--- config.mk ---
export PLATFORM = sky130hd
export DESIGN_NAME = axi_lite_rr_arbiter
export DESIGN_NICKNAME = d
export VERILOG_FILES = /design/src/rtl/axi_lite_rr_arbiter.sv
export SDC_FILE = /design/constraint.sdc
export NUM_CORES = 1
export LEC_CHECK = 0
export CAP_MARGIN = 15
export CORE_AREA = 2 2 178 180
export DETAILED_ROUTE_END_ITERATION = 8
export DIE_AREA = 0 0 180 182
export GPL_ROUTABILITY_DRIVEN = 1
export GPL_TIMING_DRIVEN = 0
export HOLD_SLACK_MARGIN = 0.08
export PLACE_DENSITY = 0.46
export SLEW_MARGIN = 20
export SYNTH_ARGS = -nofsm -noshare
export SYNTH_HDL_FRONTEND = slang
export SYNTH_SLANG_ARGS = --single-unit
--- constraint.sdc ---
create_clock -name clock -period 1.9 [get_ports clock]
set_input_delay 0.38 -clock clock [delete_from_list [all_inputs] [get_ports clock]]
set_output_delay 0.38 -clock clock [all_outputs]
set_load 0.02 [all_outputs]
--- src/rtl/axi_lite_rr_arbiter.sv ---
// Two-master, one-slave AXI4-Lite arbiter: round-robin grant, one outstanding
// transaction, grant held from the address phase until the response handshake.
module axi_lite_rr_arbiter #(
    parameter int ADDR_W = 32,
    parameter int DATA_W = 32
) (
    input  logic                clock,
    input  logic                reset,

    // master 0 (IFU)
    input  logic [ADDR_W-1:0]   m0_araddr,
    input  logic [2:0]          m0_arsize,
    input  logic                m0_arvalid,
    output logic                m0_arready,
    output logic [DATA_W-1:0]   m0_rdata,
    output logic [1:0]          m0_rresp,
    output logic                m0_rvalid,
    input  logic                m0_rready,
    input  logic [ADDR_W-1:0]   m0_awaddr,
    input  logic [2:0]          m0_awsize,
    input  logic                m0_awvalid,
    output logic                m0_awready,
    input  logic [DATA_W-1:0]   m0_wdata,
    input  logic [DATA_W/8-1:0] m0_wstrb,
    input  logic                m0_wvalid,
    output logic                m0_wready,
    output logic [1:0]          m0_bresp,
    output logic                m0_bvalid,
    input  logic                m0_bready,

    // master 1 (LSU)
    input  logic [ADDR_W-1:0]   m1_araddr,
    input  logic [2:0]          m1_arsize,
    input  logic                m1_arvalid,
    output logic                m1_arready,
    output logic [DATA_W-1:0]   m1_rdata,
    output logic [1:0]          m1_rresp,
    output logic                m1_rvalid,
    input  logic                m1_rready,
    input  logic [ADDR_W-1:0]   m1_awaddr,
    input  logic [2:0]          m1_awsize,
    input  logic                m1_awvalid,
    output logic                m1_awready,
    input  logic [DATA_W-1:0]   m1_wdata,
    input  logic [DATA_W/8-1:0] m1_wstrb,
    input  logic                m1_wvalid,
    output logic                m1_wready,
    output logic [1:0]          m1_bresp,
    output logic                m1_bvalid,
    input  logic                m1_bready,

    // slave port
    output logic [ADDR_W-1:0]   s_araddr,
    output logic [2:0]          s_arsize,
    output logic                s_arvalid,
    input  logic                s_arready,
    input  logic [DATA_W-1:0]   s_rdata,
    input  logic [1:0]          s_rresp,
    input  logic                s_rvalid,
    output logic                s_rready,
    output logic [ADDR_W-1:0]   s_awaddr,
    output logic [2:0]          s_awsize,
    output logic                s_awvalid,
    input  logic                s_awready,
    output logic [DATA_W-1:0]   s_wdata,
    output logic [DATA_W/8-1:0] s_wstrb,
    output logic                s_wvalid,
    input  logic                s_wready,
    input  logic [1:0]          s_bresp,
    input  logic                s_bvalid,
    output logic                s_bready,

    output logic [1:0]          grant
);

    localparam int STRB_W = DATA_W / 8;

    typedef enum logic [2:0] {
        IDLE    = 3'd0,
        RD_ADDR = 3'd1,
        RD_DATA = 3'd2,
        WR      = 3'd3,
        WR_RESP = 3'd4
    } state_t;

    state_t state_reg, state_next;
    logic   owner_reg, owner_next;
    logic   last_reg, last_next;
    logic   aw_done_reg, aw_done_next;
    logic   w_done_reg, w_done_next;

    // Per-master request side packed by index so the owner mux is a simple select.
    logic [1:0][ADDR_W-1:0] in_araddr, in_awaddr;
    logic [1:0][2:0]        in_arsize, in_awsize;
    logic [1:0][DATA_W-1:0] in_wdata;
    logic [1:0][STRB_W-1:0] in_wstrb;
    logic [1:0]             in_arvalid, in_awvalid, in_wvalid, in_rready, in_bready;

    assign in_araddr  = {m1_araddr,  m0_araddr};
    assign in_arsize  = {m1_arsize,  m0_arsize};
    assign in_arvalid = {m1_arvalid, m0_arvalid};
    assign in_rready  = {m1_rready,  m0_rready};
    assign in_awaddr  = {m1_awaddr,  m0_awaddr};
    assign in_awsize  = {m1_awsize,  m0_awsize};
    assign in_awvalid = {m1_awvalid, m0_awvalid};
    assign in_wdata   = {m1_wdata,   m0_wdata};
    assign in_wstrb   = {m1_wstrb,   m0_wstrb};
    assign in_wvalid  = {m1_wvalid,  m0_wvalid};
    assign in_bready  = {m1_bready,  m0_bready};

    logic in_rd_addr, in_rd_data, in_wr, in_wr_resp;
    assign in_rd_addr = (state_reg == RD_ADDR);
    assign in_rd_data = (state_reg == RD_DATA);
    assign in_wr      = (state_reg == WR);
    assign in_wr_resp = (state_reg == WR_RESP);

    logic [1:0] req;
    logic       pick;
    assign req  = in_arvalid | in_awvalid;
    // On a tie the master that was not served last wins; otherwise the lone requester.
    assign pick = (req[0] & req[1]) ? ~last_reg : req[1];

    always_ff @(posedge clock or posedge reset) begin
        if (reset) begin
            state_reg   <= IDLE;
            owner_reg   <= 1'b0;
            last_reg    <= 1'b1;
            aw_done_reg <= 1'b0;
            w_done_reg  <= 1'b0;
        end else begin
            state_reg   <= state_next;
            owner_reg   <= owner_next;
            last_reg    <= last_next;
            aw_done_reg <= aw_done_next;
            w_done_reg  <= w_done_next;
        end
    end

    always_comb begin
        state_next   = state_reg;
        owner_next   = owner_reg;
        last_next    = last_reg;
        aw_done_next = aw_done_reg;
        w_done_next  = w_done_reg;
        case (state_reg)
            IDLE: begin
                if (req != 2'b00) begin
                    owner_next = pick;
                    state_next = in_arvalid[pick] ? RD_ADDR : WR;
                end
            end
            RD_ADDR: begin
                if (s_arvalid && s_arready) state_next = RD_DATA;
            end
            RD_DATA: begin
                if (s_rvalid && s_rready) begin
                    state_next = IDLE;
                    last_next  = owner_reg;
                end
            end
            WR: begin
                if ((aw_done_reg || (s_awvalid && s_awready)) &&
                    (w_done_reg  || (s_wvalid  && s_wready))) begin
                    state_next   = WR_RESP;
                    aw_done_next = 1'b0;
                    w_done_next  = 1'b0;
                end else begin
                    if (s_awvalid && s_awready) aw_done_next = 1'b1;
                    if (s_wvalid && s_wready)   w_done_next  = 1'b1;
                end
            end
            WR_RESP: begin
                if (s_bvalid && s_bready) begin
                    state_next = IDLE;
                    last_next  = owner_reg;
                end
            end
            default: state_next = IDLE;
        endcase
    end

    // Slave side: only the channels of the current phase carry anything.
    always_comb begin
        s_araddr  = '0;
        s_arsize  = '0;
        s_arvalid = 1'b0;
        s_rready  = 1'b0;
        s_awaddr  = '0;
        s_awsize  = '0;
        s_awvalid = 1'b0;
        s_wdata   = '0;
        s_wstrb   = '0;
        s_wvalid  = 1'b0;
        s_bready  = 1'b0;
        if (in_rd_addr) begin
            s_araddr  = in_araddr[owner_reg];
            s_arsize  = in_arsize[owner_reg];
            s_arvalid = in_arvalid[owner_reg];
        end
        if (in_rd_data) s_rready = in_rready[owner_reg];
        if (in_wr) begin
            s_awaddr  = in_awaddr[owner_reg];
            s_awsize  = in_awsize[owner_reg];
            s_awvalid = in_awvalid[owner_reg] & ~aw_done_reg;
            s_wdata   = in_wdata[owner_reg];
            s_wstrb   = in_wstrb[owner_reg];
            s_wvalid  = in_wvalid[owner_reg] & ~w_done_reg;
        end
        if (in_wr_resp) s_bready = in_bready[owner_reg];
    end

    // Master side: each master sees the slave only while it owns the port.
    logic [1:0]             out_arready, out_rvalid, out_awready, out_wready, out_bvalid;
    logic [1:0][DATA_W-1:0] out_rdata;
    logic [1:0][1:0]        out_rresp, out_bresp;
    logic [1:0]             mine;

    generate
        for (genvar gi = 0; gi < 2; gi++) begin : g_master
            assign mine[gi]        = (state_reg != IDLE) && (owner_reg == 1'(gi));
            assign out_arready[gi] = mine[gi] & in_rd_addr & s_arready;
            assign out_rvalid[gi]  = mine[gi] & in_rd_data & s_rvalid;
            assign out_rdata[gi]   = (mine[gi] & in_rd_data) ? s_rdata : '0;
            assign out_rresp[gi]   = (mine[gi] & in_rd_data) ? s_rresp : 2'b00;
            assign out_awready[gi] = mine[gi] & in_wr & ~aw_done_reg & s_awready;
            assign out_wready[gi]  = mine[gi] & in_wr & ~w_done_reg & s_wready;
            assign out_bvalid[gi]  = mine[gi] & in_wr_resp & s_bvalid;
            assign out_bresp[gi]   = (mine[gi] & in_wr_resp) ? s_bresp : 2'b00;
        end
    endgenerate

    assign grant = mine;

    assign m0_arready = out_arready[0];
    assign m0_rvalid  = out_rvalid[0];
    assign m0_rdata   = out_rdata[0];
    assign m0_rresp   = out_rresp[0];
    assign m0_awready = out_awready[0];
    assign m0_wready  = out_wready[0];
    assign m0_bvalid  = out_bvalid[0];
    assign m0_bresp   = out_bresp[0];

    assign m1_arready = out_arready[1];
    assign m1_rvalid  = out_rvalid[1];
    assign m1_rdata   = out_rdata[1];
    assign m1_rresp   = out_rresp[1];
    assign m1_awready = out_awready[1];
    assign m1_wready  = out_wready[1];
    assign m1_bvalid  = out_bvalid[1];
    assign m1_bresp   = out_bresp[1];

endmodule

==> run_results.csv <==
group,metric,value,unit
yosys,avgSynthCellArea,6.81,um2
critical_path,cp.arrival,1740,ps
final_layout,final_common_cell,"clkdlybuf4s50_1",
place,place_area,0.00786,mm2
final_layout,drive_above_1_share,53.2,%
sta,tightest_slew,410,ps
yosys,synth_area_leaders,"mux2i_1, nor2_1, and2_1",
cts,clk_latency,230,ps
sta,setup_viol,185,
critical_path,cp_num_buf_inv,5,
cts,clock_sinks,7,
yosys,syn-instance-count,406,
place,hpwl,17.7,mm
cts,clkTransAtPathRegs,40,ps
worst_hold_path,hold_class,"input pin to async pin",
critical_path,path_common_cell,"buf_6",
global_route,grt_max_degree,11,
place,port-buffer-count,459,
final_layout,final_cell_mix,"clkdlybuf4s50_1, buf_6, and2_4, buf_4, mux2i_1",
flow_run,maxCapViolCount,0,
yosys,ys_seq_area_share,6.38,%
power,ir_worst_vdd,0.565,mV
sta,min_period_over_period,111,%
place,finalWeightedCongestion,0.755,
run_status,outcome,"finished with violations",
sta,fin_crit,2120,ps
route,met2_length,12.9,mm
critical_path,start_kind,"flop",
global_route,grt.overflow.total,0,
route,drtIter0Drc,78,
sta,setup_ws,-216,ps
critical_path,cp.required,1520,ps
yosys,synth_top_area_share,38.7,%
yosys,synth-main-ff-cell,"dfrtp_1",
route,vias,5008,
route,wire_per_inst,17.6,um
yosys,synthesis.nets,671,
floorplan,rows,65,
sta,fmax,473,MHz
yosys,synth_area,0.00277,mm2
critical_path,crit_path_cell_trace,"buf_12 > buf_6 > nor3_4 > buf_6 > buf_8 > and2_4 > buf_6",
run_status,violations,"negative setup slack",
cts,cts-root-buf,"clkbuf_16",
sta,finalHoldViolCount,0,
floorplan,dieArea,0.0328,mm2
yosys,synth-edff-count,0,
final_layout,diodes,0,
yosys,yosys_register_bits,7,
critical_path,crit_slowest_cell,"dfrtp_2",
cts,cts_tree,"built",
global_route,grt.total_usage,11.8,%
critical_path,max_stage_delay,430,ps
cts,cts_htree_levels,1,
yosys,ys_async_sr_fraction,100,%
cts,clk_path_buf_depth,2,
route,viasPerCell,3.77,
critical_path,crit_path_end_kind,"output port",
route,wl_met3,1.67,mm
critical_path,critPathTopFamily,"buffers and inverters",
sta,skew,0.859,ps
sta,worst_slew_margin_rel,71.9,%
power,leakage,4.44,nW
route,firstDrtPassIters,4,
global_route,grt_pass1_wl,30.1,mm
final_layout,syn2layout_area_growth,270,%
sta,finalMaxSlewViolations,0,
global_route,antenna_found_initial,0,
final_layout,fin_nets,1191,
sta,tns,-20440,ps
power,power_density,1280,mW/mm2
route,drc,0,
critical_path,worstPathMaxFanout,10,
final_layout,final_area,0.0102,mm2
critical_path,crit_type,"flop to output port",
floorplan,pin_count,460,
final_layout,largest_reg_flops,3,
global_route,grt_pass1_vias,5041,
final_layout,fillers,3210,
floorplan,core_area,0.0310,mm2
floorplan,start_util,8.93,%
floorplan,die_y,182,um
yosys,synth_largest_area_cell,"mux2i_1",
route,routed.top_layer,"met4",
route,wirelength,23.4,mm
route,wl_met1,8.54,mm
yosys,synth_cell_types,40,
floorplan,die-width,180,um
yosys,ys_warn_count,0,
sta,rsz0062_at_grt,"true",
route,drtAntennaViolNets,0,
cts,cts_buffers,3,
## synth_stat cells, types with 2 or more instances
cell / n
nand2_1: 7
nor3_1: 4
buf_4: 8
nor2_1: 122
mux2_2: 2
nand2b_1: 2
o21ai_0: 4
and2_1: 71
nand4b_1: 2
mux2i_1: 107
nor3b_1: 2
a21oi_1: 8
or3_1: 2
mux2_4: 2
clkbuf_1: 7
inv_1: 4
clkbuf_2: 3
and3_1: 7
dfrtp_1: 6
buf_2: 16
## layer usage
| layer | track usage (%) | up-vias |
|---|---|---|
| met1 | 12.4 | 2293 |
| li1 | - | 2412 |
| met4 | 0.943 | 0 |
| met5 | 0 | - |
| met3 | 2.51 | 12 |
| met2 | 24.4 | 291 |
## metrics by stage
| stage | total power [mW] | hold WS (ps) | utilization, % | setup slack, ps | cells |
|---|---|---|---|---|---|
| after CTS | 10.0 | 421 | 27.3 | -179 | 1294 |
| after floorplan | 4.58 | 183 | - | -59.5 | 406 |
| after detailed placement | 8.27 | 558 | 25.4 | -947 | 1267 |
| final | 13.1 | 410 | 33.1 | -216 | 1327 |
| after global placement | 8.31 | 545 | 25.4 | -960 | 1267 |
| after global routing | 13.8 | 439 | 33.1 | -248 | 1327 |
## cell type report
class                      count  area [um2]  share of cell area [%]
buffer                        34         627                    6.12
tap                          402         503                    4.91
multi-input combinational    359        3450                    33.7
sequential                     7         179                    1.75
clock buffer                   4        78.8                   0.769
timing repair buffer         516        5390                    52.5
inverter                       5        26.3                   0.256
## path summary, 6_finish.rpt
check | from | endpoint | slack, ps | depth (start not counted)
max | owner_reg | m0_rdata[2] | -220 | 7
min | reset | w_done_reg | 410 | 2
max reg2reg | owner_reg | state_reg[2] | 50 | 8
min reg2reg | w_done_reg | w_done_reg | 620 | 2
max in group asynchronous | reset | last_reg | 1210 | 2
min in group clock | w_done_reg | w_done_reg | 620 | 2
## worst register-to-register path, delay by kind of cell, from the launching register on
kind	cells	cell delay [ps]
simple gates	1	100
compound gates	2	410
buf+inv	4	500
flops	1	430
mux	1	290
## logic make-up after synthesis
logic type / Yosys count / share of synthesized area [%]
buffers and inverters: 40 / 7.64
flip-flops: 7 / 6.38
AND/OR/NAND/NOR: 226 / 40.1
AO/OA/AOI/OAI: 21 / 4.84
multiplexers: 112 / 41.0
## where the power goes
group | switching, mW | internal [mW] | total, mW
sequential | 0.0880 | 0.233 | 0.321
combinational | 5.79 | 6.66 | 12.5
clock | 0.0827 | 0.280 | 0.362
total | 5.97 | 7.17 | 13.1
## timing repair
action / CTS / global route
resized for setup: 1065 / 432
pin swaps: 12 / 47
setup buffers: 20 / 16
hold buffers: 0 / 0
gates cloned: 4 / 17
setup endpoints to repair: 195 / 196
No activity file was read; power rests on OpenSTA's default activity.
